===== src/rtl/serial_adder_n_pkg.sv =====
// Shared definitions for the bit-serial adder/subtractor.
// The state encoding is fixed at 0/1/2 so existing controllers decoding it keep working.
package serial_adder_n_pkg;

  typedef enum logic [1:0] {
    ST_IDLE = 2'd0,
    ST_RUN  = 2'd1,
    ST_DONE = 2'd2
  } state_t;

endpackage


===== src/rtl/serial_adder_n_fulladd.sv =====
// One-bit full adder; used unchanged as the bit-slice of the serial adder.
module fulladd (
  input  logic a,
  input  logic b,
  input  logic cin,
  output logic sum,
  output logic cout
);

  assign sum  = a ^ b ^ cin;
  assign cout = (a & b) | (cin & (a ^ b));

endmodule


===== src/rtl/serial_adder_n.sv =====
// Bit-serial adder/subtractor: latches operands on start and adds LSB-first,
// one bit per clock, through a single full-adder cell fed by a registered carry.
module serial_adder_n
  import serial_adder_n_pkg::*;
#(
  parameter int WIDTH = 4
) (
  input  logic             clk,
  input  logic             rst,
  input  logic             start,
  input  logic             sub,
  input  logic [WIDTH-1:0] a,
  input  logic [WIDTH-1:0] b,
  input  logic             cin,
  output logic             busy,
  output logic             done,
  output logic [WIDTH-1:0] sum,
  output logic             cout
);

  localparam int CW = (WIDTH > 1) ? $clog2(WIDTH) : 1;
  localparam logic [CW-1:0] LAST = CW'(WIDTH - 1);

  state_t           state;
  logic [WIDTH-1:0] a_sr;
  logic [WIDTH-1:0] b_sr;
  logic [WIDTH-1:0] res_sr;
  logic             carry;
  logic [CW-1:0]    count;
  logic             fa_sum;
  logic             fa_cout;

  fulladd u_fulladd (
    .a   (a_sr[0]),
    .b   (b_sr[0]),
    .cin (carry),
    .sum (fa_sum),
    .cout(fa_cout)
  );

  assign sum = res_sr;

  always_ff @(posedge clk) begin
    if (rst) begin
      state  <= ST_IDLE;
      busy   <= 1'b0;
      done   <= 1'b0;
      cout   <= 1'b0;
      carry  <= 1'b0;
      count  <= '0;
      a_sr   <= '0;
      b_sr   <= '0;
      res_sr <= '0;
    end else begin
      case (state)
        ST_IDLE, ST_DONE: begin
          done <= 1'b0;
          if (start) begin
            // Subtraction is a + ~b + 1: invert B and force the initial carry.
            state  <= ST_RUN;
            busy   <= 1'b1;
            a_sr   <= a;
            b_sr   <= sub ? ~b : b;
            carry  <= sub ? 1'b1 : cin;
            count  <= '0;
            res_sr <= '0;
            cout   <= 1'b0;
          end else begin
            state <= ST_IDLE;
            busy  <= 1'b0;
          end
        end
        ST_RUN: begin
          a_sr   <= a_sr >> 1;
          b_sr   <= b_sr >> 1;
          res_sr <= {fa_sum, res_sr[WIDTH-1:1]};
          carry  <= fa_cout;
          count  <= count + 1'b1;
          if (count == LAST) begin
            state <= ST_DONE;
            busy  <= 1'b0;
            done  <= 1'b1;
            cout  <= fa_cout;
          end
        end
        default: begin
          state <= ST_IDLE;
          busy  <= 1'b0;
          done  <= 1'b0;
        end
      endcase
    end
  end

endmodule


===== config.mk =====
export PLATFORM = sky130hd
export DESIGN_NAME = serial_adder_n
export DESIGN_NICKNAME = d
export VERILOG_FILES = /design/src/rtl/serial_adder_n_pkg.sv /design/src/rtl/serial_adder_n_fulladd.sv /design/src/rtl/serial_adder_n.sv
export SDC_FILE = /design/constraint.sdc
export NUM_CORES = 1
export LEC_CHECK = 0
export BUFFER_PORTS_ARGS = -buffer_cell sky130_fd_sc_hd__buf_2
export CAP_MARGIN = 20
export CORE_MARGIN = 2
export CORE_UTILIZATION = 40
export CTS_CLUSTER_SIZE = 8
export DETAILED_ROUTE_END_ITERATION = 16
export GPL_TIMING_DRIVEN = 1
export HOLD_SLACK_MARGIN = 0.12
export PLACE_DENSITY = 0.74
export SLEW_MARGIN = 20
export SYNTH_ARGS = -nofsm -noshare
export SYNTH_HDL_FRONTEND = slang
export SYNTH_HIERARCHICAL = 1
export SYNTH_SLANG_ARGS = --single-unit

===== constraint.sdc =====
create_clock -name clk -period 1.4 [get_ports clk]
set_clock_uncertainty 0.2 [all_clocks]
set_input_delay 0.28 -clock clk [delete_from_list [all_inputs] [get_ports clk]]
set_output_delay 0.28 -clock clk [all_outputs]
set_load 0.05 [all_outputs]

Word level (Yosys, flattened, before mapping)
Cells that the tools add are included.
Widths: inputs -> output; s select.
{ "op_classes": {"add_sub_neg": 1, "n_eq_ne": 5, "mux": 21, "bitwise": 7, "n_reduce_logical": 6} }
{ "ops": {"columns": ["operator", "n"], "rows": [
  ["$pmux 4 s2", 3],
  ["$mux 4", 4],
  ["$pmux 2 s2", 2],
  ["$mux 1", 7],
  ["$pmux 1 s2", 3],
  ["$eq 2x2->1 const B", 2],
  ["$mux 2", 2],
  ["$ne 2x2->1 const B", 2],
  ["$not 4->4", 1],
  ["$reduce_or 2->1", 2],
  ["$reduce_and 3->1", 1],
  ["$add 2x1->2 const B", 1],
  ["$and 1x1->1", 2],
  ["$eq 2x1->1 const B", 1],
  ["$logic_not 2->1", 1],
  ["$reduce_and 2->1", 1],
  ["$reduce_bool 2->1", 1],
  ["$xor 1x1->1", 2],
  ["$not 1->1", 1],
  ["$or 1x1->1", 1]
]} }
{ "word_totals": {"reg_bits": 20, "in_bits": 13, "out_inout_bits": 7, "elab_cells": 49} }

Logic depth before layout (Yosys ltp)
Gate-level depths: netlist of the first run.
{ "depth": {"word_depth": 5, "mapped_depth": 5, "ltp_nobuf": 4} }

Hierarchy
The synthesis of the first run kept the hierarchy.
{ "modules_own_cells": {"columns": ["mod", "instances", "cells_per_inst", "area_per_inst_um2", "seq_area_each_um2"], "rows": [
  ["serial_adder_n", 1, 94, 934.6, 400.4],
  ["fulladd", 1, 1, 20.0, 0.0]
]} }

Worst setup path before layout of the first run
No wires, ideal clock.
{ "synth_timing": {"kind": "register to register", "start": "register, netlist name cout", "end": "register cout", "arrival_time_ns": 1.062, "required_time_ns": 1.127, "path_slack_ns": 0.065, "path_stages_with_launch": 4, "path_buffers": 0, "cell_sequence": "dfxtp_1 > nor4bb_1 > a31oi_1 > a21oi_1"} }
{ "synth_lines": {"columns": ["element", "line", "source"], "rows": [
  ["end signal, assigned", "serial_adder_n.sv:83", "cout <= fa_cout;"],
  ["end, declared", "serial_adder_n.sv:18", "output logic cout"]
]} }

Worst setup path after layout of the first run
{ "layout_timing": {"start": "register res_sr[0] (netlist: sum[0])", "end": "output port sum[0]"} }
{ "layout_lines": {"columns": ["element", "line", "source"], "rows": [
  ["start, declared", "serial_adder_n.sv:27", "logic [WIDTH-1:0] res_sr;"],
  ["start signal, assigned", "serial_adder_n.sv:76", "res_sr <= {fa_sum, res_sr[WIDTH-1:1]};"],
  ["end, declared", "serial_adder_n.sv:17", "output logic [WIDTH-1:0] sum,"]
]} }
No word-level cell between the ends.

==> results.md, run 1 <==
## Outcome
* complete, no violations — status

## Setup path
* 0.06 ns — minimum setup slack among reg-to-reg paths
* clkbuf_4 — list of cells traversed by the critical path
* output pin — Setup crit end kind
* 2 — maximum fanout along the worst path
* 0.92 ns — data required time of the critical path
* sky130_fd_sc_hd__dfxtp_1 — Slowest cell on crit path
* 0.34 ns — largest stage delay on the critical path
* 1 — number of buffers and inverters on the critical path
* 0.87 ns — data arrival time of the critical path
* register — kind of start point of the critical path
* flip-flops — delay-heaviest family, CP
* reg -> out — Critical Setup Path Class
* 3 — R2R depth
* 1 — cell count along the critical path

## STA
* 0.450 ns — actual transition at the worst max-transition pin
* 0 — final hold violation count
* 96.5% — final clock period utilization by the worst path
* 70.0% — remaining max-slew budget at the tightest pin
* 0 ns — Setup TNS Final
* 0 — number of slew-limit violations in the final report
* 0.740 GHz — Highest Clock Rate
* 0 — final-report setup violation count
* 1.35 ns — final period demand of the worst path

## Floorplan
* 0.00223 mm2 — core area
* 52.9 um — width of the die
* 52.9 um — Die Y-Extent
* 42.7% — starting utilization of the core area
* 20 — number of I/O pins
* 0.00279 mm2 — Die Area
* 17 — standard-cell row count

## Cells and area
* sky130_fd_sc_hd__dfxtp_1 (18), sky130_fd_sc_hd__buf_2 (12), sky130_fd_sc_hd__a21oi_1 (9) — top library cells by usage in the layout, fill and taps aside
* 42.5% — fraction of layout cells with a size suffix above 1
* 480 um2 — combined area of the multi-input logic cells
* 136 — Nets
* 53.3% — share of the core filled with cells
* 204 — fill cell instance count of the final layout
* 403 um2 — area used by sequential logic in the layout
* 0 — Antenna Cells
* sky130_fd_sc_hd__dfxtp_1 — most frequent standard cell in the layout excluding fill and tap cells
* 24.6% — Layout area overhead

## Global routing
* 21 — maximum number of pins on one net before global-route repair
* 3330 um — wire length of the first global-routing pass
* 0 — final global-route overflow total
* 0 — antenna violations before repair
* 16.6% — global-route usage over all layers
* 764 — via count of the first global-routing pass

## Drt
* 18 — DRC violation total after the first TritonRoute iteration
* 13.2 um — average wire per cell in the routed design
* 0 — Residual DRC
* 4 — first drt pass iteration count
* 0 — count of antenna-violating nets left after detailed routing
* 5.24 — average vias per placed instance
* 776 — total number of vias
* 1960 um — final wirelength

## Synthesis
* 955 um2 — synthesized cell area
* 6 — YS warnings
* 110 — post-synth net total
* 27 — count of cell types in the netlist
* 41.9% — fraction of the yosys area taken by sequential cells
* 10.0 um2 — Avg Cell Area, Syn
* 20 — flip-flop and latch count after synthesis
* 95 — number of instances in the synthesized netlist

## Hold path
* in -> reg — worst hold-check path type
* 3 — Cells on Worst Hold Path

## Power and ir drop
* 0.577 mV — worst ir drop on vdd
* 28.4% — Clk pwr share
* 0.443 nW — standby leakage power
* 997 mW/mm2 — power density relative to cell area
* 0.000858 W — internal power contribution
* 0.000328 W — net load switching power
* 52.6% — sequential group share of total power
* 19.0% — portion of total power attributed to combinational logic
* 27.6% — fraction of power spent switching nets

## Place
* 19 — port bufs
* 0.764 — routability congestion estimate
* 1290 um — placed wire-length estimate

## Clock network
* 1 — maximum level of the CTS H-tree
* 3 — number of buffers inserted during clock tree synthesis
* 0.30 ns — Skew-Pair Late Insertion Delay
* 0 — number of post-CTS setup repair buffers
* yes — clock tree from TritonCTS
* 0.11 ns — clock transition at the registers of the reported paths
* 2 — largest buffer count on any clock path
* 20 — TritonCTS Sinks
* sky130_fd_sc_hd__clkbuf_4 — clock tree root buffer cell

## Run
* 0 — number of max-cap violations

kinds of logic (layout without fill, tap and decap cells):
family | after synthesis | in the layout | share of synthesized area (%)
AO/OA/AOI/OAI | 25 | 25 | 18.2
XOR/XNOR | 4 | 4 | 3.67
adder cells (fa/ha/maj) | 2 | 2 | 3.41
buffers and inverters | 9 | 34 | 8.26
flip-flops | 20 | 20 | 41.9
AND/OR/NAND/NOR | 35 | 35 | 24.5
Yosys cell counts:
cell type / count / share of area [%]
sky130_fd_sc_hd__nor3_2: 1 / 1.0
sky130_fd_sc_hd__a21oi_2: 7 / 6.4
sky130_fd_sc_hd__a31oi_1: 1 / 0.66
sky130_fd_sc_hd__nand3_1: 7 / 3.7
sky130_fd_sc_hd__nor2b_1: 1 / 0.66
sky130_fd_sc_hd__nand3b_1: 1 / 0.79
sky130_fd_sc_hd__ha_1: 1 / 1.3
sky130_fd_sc_hd__a21oi_1: 9 / 4.7
sky130_fd_sc_hd__nand3_2: 8 / 8.4
sky130_fd_sc_hd__buf_6: 3 / 3.5
sky130_fd_sc_hd__nand2b_1: 3 / 2.0
sky130_fd_sc_hd__nor2_1: 2 / 0.79
sky130_fd_sc_hd__buf_4: 1 / 0.79
sky130_fd_sc_hd__buf_2: 2 / 1.0
sky130_fd_sc_hd__nor4bb_1: 1 / 1.0
sky130_fd_sc_hd__fa_1: 1 / 2.1
sky130_fd_sc_hd__dfxtp_1: 20 / 42
sky130_fd_sc_hd__buf_12: 1 / 2.1
sky130_fd_sc_hd__clkbuf_1: 2 / 0.79
sky130_fd_sc_hd__xor2_1: 4 / 3.7
sky130_fd_sc_hd__a22oi_1: 6 / 4.7
sky130_fd_sc_hd__o21a_1: 1 / 0.79
sky130_fd_sc_hd__nor3_1: 2 / 1.0
sky130_fd_sc_hd__o32ai_1: 1 / 0.92
sky130_fd_sc_hd__nor3b_2: 1 / 1.3
sky130_fd_sc_hd__nand2_1: 7 / 2.8
sky130_fd_sc_hd__and2b_4: 1 / 1.0
cell type report:
class                      instances  share of cell area [%]
clock buffer                       4                    3.05
multi-input combinational         66                    40.4
sequential                        20                    33.9
tap                               28                    2.94
timing repair buffer              30                    19.8
metal layers:
| metal | global-route usage, % | vias to the layer above | share of wire [%] | wire length (um) |
|---|---|---|---|---|
| li1 | - | 384 | - | - |
| met1 | 19.4 | 363 | 43 | 844 |
| met3 | 3.39 | 5 | 4.5 | 89 |
| met4 | 7.69 | 0 | 2.0 | 40 |
| met5 | 0 | - | 0 | 0 |
| met2 | 28.7 | 24 | 50 | 984 |
state kept, by name, summed over array words and instances, names as in the netlist:
name   cells
count      2
state      2
carry      1
b_sr       4
a_sr       4
done       1
cout       1
busy       1
sum        4
worst min-delay path: cells and delay by family:
kind	cells	cell delay (ns)
compound gates	1	0.07
buf+inv	1	0.08
simple gates	1	0.17
per-stage QoR:
step	hold slack, ns	instances	instance area (um2)	setup WS (ns)	power, W
after floorplan	0.225	95	955	0.0653	0.000797
after global placement	0.248	139	1060	0.0759	0.000833
after detailed placement	0.258	139	1060	0.0411	0.000842
after CTS	0.149	148	1170	0.00833	0.00120
after global routing	0.159	148	1190	-0.000842	0.00125
final	0.151	148	1190	0.0485	0.00119
worst paths after layout:
check | startpoint | to
worst min-delay path | cin | carry
worst min register to register | b_sr[3] | b_sr[3]
worst max-delay path | sum[0] | sum[0]
worst max register to register | a_sr[0] | sum[3]
power groups by stage:
| stage | clock, W | sequential (W) | combinational [W] |
|---|---|---|---|
| 4_1_cts | 0.000351 | 0.000622 | 0.000223 |
| 3_5_place_dp | 0 | 0.000635 | 0.000207 |
| 6_report | 0.000337 | 0.000624 | 0.000226 |
| 2_1_floorplan | 0 | 0.000647 | 0.000150 |
| 3_3_place_gp | 0 | 0.000632 | 0.000201 |
| 5_1_grt | 0.000373 | 0.000628 | 0.000247 |
what timing repair did:
action                                  in CTS  in global routing
hold endpoints to repair                     5                  0
endpoints found under the setup margin       6                 12
resized for setup                            7                  8
hold buffers                                 5                  0
(Power assumes the default switching activity.)
==> run 2, diff against run 1 <==
--- a/config.mk
+++ b/config.mk
@@ -7,13 +7,15 @@
 export LEC_CHECK = 0
 export BUFFER_PORTS_ARGS = -buffer_cell sky130_fd_sc_hd__buf_2
 export CAP_MARGIN = 20
+export CELL_PAD_IN_SITES_DETAIL_PLACEMENT = 0
+export CELL_PAD_IN_SITES_GLOBAL_PLACEMENT = 2
 export CORE_MARGIN = 2
-export CORE_UTILIZATION = 40
+export CORE_UTILIZATION = 29
 export CTS_CLUSTER_SIZE = 8
 export DETAILED_ROUTE_END_ITERATION = 16
 export GPL_TIMING_DRIVEN = 1
 export HOLD_SLACK_MARGIN = 0.12
-export PLACE_DENSITY = 0.74
+export PLACE_DENSITY = 0.82
 export SLEW_MARGIN = 20
 export SYNTH_ARGS = -nofsm -noshare
 export SYNTH_HDL_FRONTEND = slang
==> results.md, run 2 (same netlist as run 1, synthesis figures left out) <==
## Clock network
* 0.30 ns — Skew-Pair Late Insertion Delay, about the same
* 0 — number of post-CTS setup repair buffers, unchanged
* yes — clock tree from TritonCTS
* sky130_fd_sc_hd__clkbuf_4 — clock tree root buffer cell
* 3 — number of buffers inserted during clock tree synthesis, unchanged
* 1 — maximum level of the CTS H-tree, unchanged
* 2 — largest buffer count on any clock path, unchanged
* 0.11 ns — clock transition at the registers of the reported paths, about the same
* 20 — TritonCTS Sinks, unchanged

## Power and ir drop
* 0.000863 W — internal power contribution, +0.55%
* 26.9% — fraction of power spent switching nets, -0.71 points
* 19.5% — portion of total power attributed to combinational logic, +0.5 points
* 0.625 mV — worst ir drop on vdd, +8.4%
* 0.000318 W — net load switching power, -3.0%
* 27.7% — Clk pwr share, -0.7 points
* 52.8% — sequential group share of total power, +0.2 points
* 0.455 nW — standby leakage power, +2.7%
* 949 mW/mm2 — power density relative to cell area, -4.8%

## Run
* 0 — number of max-cap violations, unchanged

## Floorplan
* 61.4 um — width of the die, +16%
* 61.4 um — Die Y-Extent, +16%
* 0.00377 mm2 — Die Area, +35%
* 20 — number of I/O pins, unchanged
* 30.8% — starting utilization of the core area, -12 points
* 0.00310 mm2 — core area, +39%
* 20 — standard-cell row count, +3

## STA
* 0.399 ns — actual transition at the worst max-transition pin, -0.0508 ns
* 0 ns — Setup TNS Final, unchanged
* 96.6% — final clock period utilization by the worst path, about the same
* no — RSZ-0062 raised after global routing
* 0 — final hold violation count, unchanged
* 0 — number of slew-limit violations in the final report, unchanged
* 0.739 GHz — Highest Clock Rate, about the same
* 0 — final-report setup violation count, unchanged
* 1.35 ns — final period demand of the worst path, +0.000819 ns
* 73.3% — remaining max-slew budget at the tightest pin, +3.3 points

## Drt
* 4.68 — average vias per placed instance, -11%
* 24 — DRC violation total after the first TritonRoute iteration, +6
* 4 — first drt pass iteration count, unchanged
* 0 — count of antenna-violating nets left after detailed routing, unchanged
* 782 — total number of vias, +0.77%
* 1930 um — final wirelength, -1.3%
* 11.6 um — average wire per cell in the routed design, -13%
* 0 — Residual DRC, unchanged

## Setup path
* buf_4 — list of cells traversed by the critical path
* register — kind of start point of the critical path
* 0.07 ns — minimum setup slack among reg-to-reg paths, about the same
* flip-flops — delay-heaviest family, CP
* 3 — maximum fanout along the worst path, +1
* a_sr[0] — reg-to-reg startpoint
* 1 — cell count along the critical path, unchanged
* 0.92 ns — data required time of the critical path, about the same
* 0.37 ns — largest stage delay on the critical path, +0.03 ns
* 3 — R2R depth, unchanged
* 0.87 ns — data arrival time of the critical path, about the same
* output pin — Setup crit end kind
* cout — capture point of the worst reg-to-reg path
* 1 — number of buffers and inverters on the critical path, unchanged
* reg -> out — Critical Setup Path Class
* sky130_fd_sc_hd__dfxtp_1 — Slowest cell on crit path

## Cells and area
* 139 — Nets, +2.2%
* sky130_fd_sc_hd__dfxtp_1 (18), sky130_fd_sc_hd__buf_2 (12), sky130_fd_sc_hd__buf_4 (12) — top library cells by usage in the layout, fill and taps aside
* 0 — Antenna Cells, unchanged
* 44.7% — fraction of layout cells with a size suffix above 1, +2.2 points
* 0.00124 mm2 — fin area, +4.6%
* 30.4% — Layout area overhead
* sky130_fd_sc_hd__dfxtp_1 — most frequent standard cell in the layout excluding fill and tap cells

## Global routing
* 0 — final global-route overflow total, unchanged
* 3270 um — wire length of the first global-routing pass, -1.9%
* 0 — antenna violations before repair, unchanged
* 743 — via count of the first global-routing pass, -2.7%
* 12.0% — global-route usage over all layers, -4.6 points
* 21 — maximum number of pins on one net before global-route repair, unchanged

## Hold path
* 3 — Cells on Worst Hold Path, unchanged
* in -> reg — worst hold-check path type
* cin — HP Start
* carry — endpoint of the worst hold-timing path

## Place
* 19 — port bufs, unchanged
* 0.800 — routability congestion estimate, +4.8%
* 0.00110 mm2 — DP Area, +3.3%
* 1370 um — placed wire-length estimate, +6.1%

## Outcome
* complete, no violations — status

-- run 2: how the worst max path moves through the flow --
stage,startpoint,to,slack (ns)
finish,sum[1],sum[1],0.05
global route,a_sr[0],cout,0.00002
CTS,busy,busy,0.005
detailed placement,start,b_sr[0],-0.13
global placement,start,b_sr[0],-0.09
floorplan,cout,cout,0.07
-- run 2: area by class of cell --
cell class,count,area (um2)
clock buffers,4,36.3
fillers,322,1860
multi-input cells,66,498
flip-flops and latches,20,403
well taps,44,55.1
repair buffers,33,253
-- run 2: timing repair --
| action | CTS | global route |
|---|---|---|
| pin swaps | 0 | 2 |
| gates resized for setup | 6 | 12 |
| endpoints found under the hold margin | 9 | 0 |
| hold buffers | 6 | 0 |
| setup endpoints to repair | 13 | 9 |
-- run 2: layer usage --
layer / vias to the layer above / share of wire [%] / global-route usage [%]
li1: 391 / - / -
met5: - / 0 / 0
met1: 368 / 46 / 14.2
met4: 0 / 2.6 / 4.86
met3: 4 / 5.1 / 4.41
met2: 19 / 46 / 19.8
-- run 2: stage by stage --
stage	hold slack (ns)	utilization [%]	total power (W)	cells	worst slack, ns
2_1_floorplan	0.225	-	0.000797	95	0.0653
3_3_place_gp	0.249	35.4	0.000842	157	-0.0899
3_5_place_dp	0.257	35.4	0.000845	157	-0.132
4_1_cts	0.142	39.0	0.00119	167	0.00472
5_1_grt	0.155	40.1	0.00125	167	0.0000178
6_report	0.156	40.1	0.00118	167	0.0477
-- run 2: power by group through the flow --
stage / registers (W) / logic, W / clock network, W
2_1_floorplan: 0.000647 / 0.000150 / 0
3_3_place_gp: 0.000633 / 0.000208 / 0
3_5_place_dp: 0.000634 / 0.000211 / 0
4_1_cts: 0.000622 / 0.000226 / 0.000342
5_1_grt: 0.000628 / 0.000254 / 0.000365
6_report: 0.000623 / 0.000230 / 0.000328
